File: src/rtl/pc_sequencer.sv
// Flow-control sequencer for a loadable program counter. Decodes the flow op every cycle and
// drives the counter's registered load/enable/address, with a small return-address stack.
module pc_sequencer #(
  parameter int                       ADDRESS_WIDTH = 8,
  parameter int                       STACK_DEPTH   = 4,
  parameter logic [ADDRESS_WIDTH-1:0] RESET_VECTOR  = '0
) (
  input  logic                             clock,
  input  logic                             reset,
  input  logic [ADDRESS_WIDTH-1:0]         pc,
  input  logic [2:0]                       flow,
  input  logic [ADDRESS_WIDTH-1:0]         target,
  input  logic                             zero_flag,
  input  logic                             carry_flag,
  input  logic                             stall,
  input  logic                             resume,
  output logic                             load,
  output logic                             enable,
  output logic [ADDRESS_WIDTH-1:0]         address,
  output logic                             halted,
  output logic                             fault,
  output logic [$clog2(STACK_DEPTH):0]     stack_level
);

  localparam int PTR_W = $clog2(STACK_DEPTH);
  localparam int LVL_W = PTR_W + 1;

  typedef enum logic [2:0] {
    F_NEXT = 3'd0, F_HOLD = 3'd1, F_JUMP = 3'd2, F_JZ = 3'd3,
    F_JC   = 3'd4, F_CALL = 3'd5, F_RET  = 3'd6, F_HALT = 3'd7
  } flow_e;

  typedef enum logic [1:0] {
    S_BOOT  = 2'd0,
    S_RUN   = 2'd1,
    S_HALT  = 2'd2,
    S_FAULT = 2'd3
  } state_e;

  state_e                     state_q, state_d;
  logic                       load_q, load_d;
  logic                       enable_q, enable_d;
  logic [ADDRESS_WIDTH-1:0]   address_q, address_d;
  logic                       halted_q, halted_d;
  logic                       fault_q, fault_d;
  logic [LVL_W-1:0]           level_q, level_d;
  logic [ADDRESS_WIDTH-1:0]   stack_q [STACK_DEPTH];
  logic [ADDRESS_WIDTH-1:0]   stack_d [STACK_DEPTH];

  logic [ADDRESS_WIDTH-1:0]   ret_addr;
  logic [LVL_W-1:0]           level_m1;
  logic [PTR_W-1:0]           wr_idx, top_idx;
  logic                       stk_full, stk_empty;
  flow_e                      op;

  // Return address wraps naturally at the address width.
  assign ret_addr  = pc + {{(ADDRESS_WIDTH-1){1'b0}}, 1'b1};
  assign level_m1  = level_q - LVL_W'(1);
  assign wr_idx    = level_q[PTR_W-1:0];
  assign top_idx   = level_m1[PTR_W-1:0];
  assign stk_full  = (level_q == LVL_W'(STACK_DEPTH));
  assign stk_empty = (level_q == '0);
  assign op        = flow_e'(flow);

  always_comb begin
    state_d   = state_q;
    load_d    = 1'b1;
    enable_d  = 1'b0;
    address_d = address_q;
    halted_d  = 1'b0;
    fault_d   = 1'b0;
    level_d   = level_q;
    stack_d   = stack_q;

    case (state_q)
      S_BOOT: begin
        load_d    = 1'b0;
        address_d = RESET_VECTOR;
        state_d   = S_RUN;
      end

      S_RUN: begin
        if (!stall) begin
          case (op)
            F_NEXT: enable_d = 1'b1;
            F_HOLD: ;
            F_JUMP: begin
              load_d    = 1'b0;
              address_d = target;
            end
            F_JZ: begin
              if (zero_flag) begin
                load_d    = 1'b0;
                address_d = target;
              end else begin
                enable_d = 1'b1;
              end
            end
            F_JC: begin
              if (carry_flag) begin
                load_d    = 1'b0;
                address_d = target;
              end else begin
                enable_d = 1'b1;
              end
            end
            F_CALL: begin
              if (stk_full) begin
                state_d = S_FAULT;
                fault_d = 1'b1;
              end else begin
                stack_d[wr_idx] = ret_addr;
                level_d         = level_q + LVL_W'(1);
                load_d          = 1'b0;
                address_d       = target;
              end
            end
            F_RET: begin
              if (stk_empty) begin
                state_d = S_FAULT;
                fault_d = 1'b1;
              end else begin
                level_d   = level_m1;
                load_d    = 1'b0;
                address_d = stack_q[top_idx];
              end
            end
            F_HALT: begin
              halted_d = 1'b1;
              state_d  = S_HALT;
            end
            default: ;
          endcase
        end
      end

      // Resume returns to RUN idle; the next flow op is decoded on the following edge.
      S_HALT: begin
        if (resume) state_d = S_RUN;
        else        halted_d = 1'b1;
      end

      S_FAULT: fault_d = 1'b1;

      default: state_d = S_BOOT;
    endcase
  end

  always_ff @(posedge clock or negedge reset) begin
    if (!reset) begin
      state_q   <= S_BOOT;
      load_q    <= 1'b1;
      enable_q  <= 1'b0;
      address_q <= '0;
      halted_q  <= 1'b0;
      fault_q   <= 1'b0;
      level_q   <= '0;
      stack_q   <= '{default: '0};
    end else begin
      state_q   <= state_d;
      load_q    <= load_d;
      enable_q  <= enable_d;
      address_q <= address_d;
      halted_q  <= halted_d;
      fault_q   <= fault_d;
      level_q   <= level_d;
      stack_q   <= stack_d;
    end
  end

  assign load        = load_q;
  assign enable      = enable_q;
  assign address     = address_q;
  assign halted      = halted_q;
  assign fault       = fault_q;
  assign stack_level = level_q;

endmodule

File: config.mk
export PLATFORM = sky130hd
export DESIGN_NAME = pc_sequencer
export DESIGN_NICKNAME = d
export VERILOG_FILES = /design/src/rtl/pc_sequencer.sv
export SDC_FILE = /design/constraint.sdc
export NUM_CORES = 1
export LEC_CHECK = 0
export CAP_MARGIN = 10
export CORE_ASPECT_RATIO = 1.4
export CORE_MARGIN = 2
export CORE_UTILIZATION = 50
export CTS_BUF_LIST = sky130_fd_sc_hd__clkbuf_4 sky130_fd_sc_hd__clkbuf_8
export DETAILED_ROUTE_END_ITERATION = 16
export PLACE_DENSITY_LB_ADDON = 0.08
export SETUP_SLACK_MARGIN = 0.4
export SKIP_LAST_GASP = 1
export SLEW_MARGIN = 20
export SYNTH_ARGS = -nofsm -noshare
export SYNTH_HDL_FRONTEND = slang
export SYNTH_SLANG_ARGS = --single-unit
File: constraint.sdc
create_clock -name clock -period 2 [get_ports clock]
set_clock_uncertainty 0.05 [all_clocks]
set_input_delay 0.4 -clock clock [delete_from_list [all_inputs] [get_ports clock]]
set_output_delay 0.4 -clock clock [all_outputs]
set_load 0.05 [all_outputs]
==> reports/qor.yml <==
outcome: "complete, no violations"
cp_num_buf_inv: 2
drt_iter0_markers: 170
ys_seq_area_frac: 0.486
fp.dieW_um: 64.1
diodes: 0
grt_first_pass_wirelength_mm: 9.64
vias_per_cell: 5.57
power_density_mw_per_mm2: 1380
synth-main-ff-cell: "dfrtp_1"
switching_share: 0.398
wl_per_cell_um: 18.0
routabilityCongestion: 0.792
rsz0062_at_grt: "true"
portBuffers: 39
nNetsFinal: 343
cp.arrival_ns: 1.89
yosys_warnings: 0
layout_setup_ws_ns: 0.252
clkPwrFrac: 0.142
clockBufferDepth: 2
cp.required_ns: 2.14
h-tree-depth: 2
maxCapViolCount: 0
cts_sinks: 49
die_y_um: 88.1
layout-drive-gt1-share: 0.476
post-place-ws_ns: -0.167
ys_seq_elements: 49
synth_enable_flop_cells: 0
yosysTopAreaCell: "dfrtp_1"
first_pass_iters: 4
cp_max_fo: 5
start_util: 0.522
max_slew_margin: 0.657
final-max-slew-violation-count: 0
synth_area_per_cell_um2: 11.4
finalCriticalPeriod_ns: 1.75
cpPeakStageDelay_ns: 0.41
grt.total_usage: 0.225
synthCells: 222
num_io_pins: 40
hold_violations: 0
async_flop_share: 1.00
yosys-top-cells-count: "dfrtp_1, nand2_1, mux2i_1, o21ai_0, ha_1"
final.period_utilization: 0.874
synthToLayoutAreaGrowth_pct: 48.3
routed_wl_mm: 6.72
timing.fmax_ghz: 0.572
crit_type: "reg2reg"
p_sw_mw: 2.06
cp-start-kind: "flip-flop"
power_frac_seq: 0.333
final-setup-viol-count: 0
synth_top_area_share: 0.475
clk_latency_ns: 0.31
antenna_found_initial: 0
cts_buffers: 5
min-delay-path-class: "reg2reg"
holdWs_ns: 0.443
core_area_mm2: 0.00484
synth_nets: 257
post-route-drc-count: 0
yosys-top-cells-area: "dfrtp_1, mux2i_1, mux4_2"
grt_max_degree: 22
grt_pass1_vias: 2019
postRouteAntennaNets: 0
synth.distinct_cells: 40
crit_family: "simple AND/OR/NAND/NOR gates"
r2r_slack_ns: 0.25
worst_pin_slew_ns: 0.510
cts_tree: "done"
clkTransAtPathRegs_ns: 0.09
comb_power_share: 0.525
path_cells: "inv_2, ha_4, and4b_2, nand4_1, buf_4, mux2_4"
num_rows: 30
irDropWorstVdd_uv: 711
slowest_stage: "dfrtp_1"
syn_area_mm2: 0.00253
cts_root_buf: "clkbuf_8"
vias: 2076
final_util: 0.774
leakage_nw: 1.75
die_area_mm2: 0.00565
dp_hpwl_mm: 4.09
p_int_mw: 3.12
yosysMostFrequentCell: "dfrtp_1"
overflow: 0
critPathCaptureType: "flip-flop"
==> path summary, 6_finish.rpt <==
path                             start          end  depth (start not counted)
max                         state_q[1]   stack_q[7]                          6
min                        stack_q[16]  stack_q[16]                          2
max reg2reg                 state_q[1]   stack_q[7]                          6
min reg2reg                stack_q[16]  stack_q[16]                          2
max in group asynchronous        reset   stack_q[9]                          3
min in group asynchronous        reset       enable                          2
==> power groups by stage <==
stage | Sequential, mW | Combinational [mW] | Clock (mW)
finish | 1.73 | 2.72 | 0.734
global route | 1.77 | 2.90 | 0.786
CTS | 1.66 | 2.37 | 0.734
detailed placement | 1.72 | 2.20 | 0
global placement | 1.70 | 2.17 | 0
floorplan | 2.09 | 1.15 | 0
==> cells in the final DEF, fill, tap and decap left out, types with 3 or more instances in the layout <==
master	instances
nand4_1	5
nor2_2	3
dfrtp_1	45
mux2i_1	20
clkbuf_2	4
mux2_4	3
o21ai_2	7
a21oi_2	5
ha_1	7
clkdlybuf4s15_2	7
xnor2_1	3
buf_4	37
buf_2	4
buf_12	3
a21oi_1	3
dlygate4sd2_1	6
clkdlybuf4s50_1	15
dfrtp_2	3
inv_1	5
clkbuf_8	5
mux2_2	5
buf_8	3
nand2_1	16
buf_6	10
nand2_2	13
mux4_2	8
ha_4	3
xor2_1	6
o21ai_1	12
==> repair_timing <==
item	CTS	global route
cloned	3	2
pin swaps	12	10
gates resized for setup	61	60
hold endpoints to repair	12	0
setup endpoints to repair	58	46
setup buffers	11	8
hold buffers	1	0
==> kinds of logic after synthesis <==
kind of cell | after synthesis | share of synthesized area
XOR/XNOR | 10 | 0.0347
flip-flops | 49 | 0.486
buffers and inverters | 21 | 0.0426
AND/OR/NAND/NOR | 61 | 0.121
adder cells (fa/ha/maj) | 10 | 0.0495
multiplexers | 36 | 0.186
AO/OA/AOI/OAI | 35 | 0.0807
==> state kept, by name (all words and copies together), names as in the netlist <==
register / cells
address: 8
halted: 1
fault: 1
stack_q: 32
load: 1
stack_level: 3
enable: 1
state_q: 2
==> metal layers <==
layer | global-route usage | wire, um | vias up
met5 | 0 | 0 | -
met4 | 0.0909 | 96 | 0
met3 | 0.0386 | 235 | 10
met2 | 0.405 | 3650 | 57
met1 | 0.267 | 2730 | 1049
li1 | - | - | 960
==> layout make-up <==
cell class,count,area (um^2)
clock buffer,5,68.8
clock inverter,3,43.8
fill,287,1090
inverter,8,37.5
multi-input combinational,152,1410
sequential,49,1230
tap,64,80.1
timing repair buffer,92,877
==> tightest hold or removal path: stages, from the launching register on <==
cell and delay (ns):
dfrtp_1 0.37, nand2_2 0.05, o21ai_2 0.04
==> per-stage QoR <==
stage / power (mW) / cell area [um^2] / TNS (ns) / instances
CTS: 4.76 / 3500 / 0 / 363
finish: 5.18 / 3750 / 0 / 373
global route: 5.46 / 3750 / 0 / 373
global placement: 3.87 / 3200 / -4.05 / 340
detailed placement: 3.91 / 3200 / -5.20 / 340
floorplan: 3.24 / 2640 / 0 / 222
Note: power is estimated with default switching activity, not from simulation.
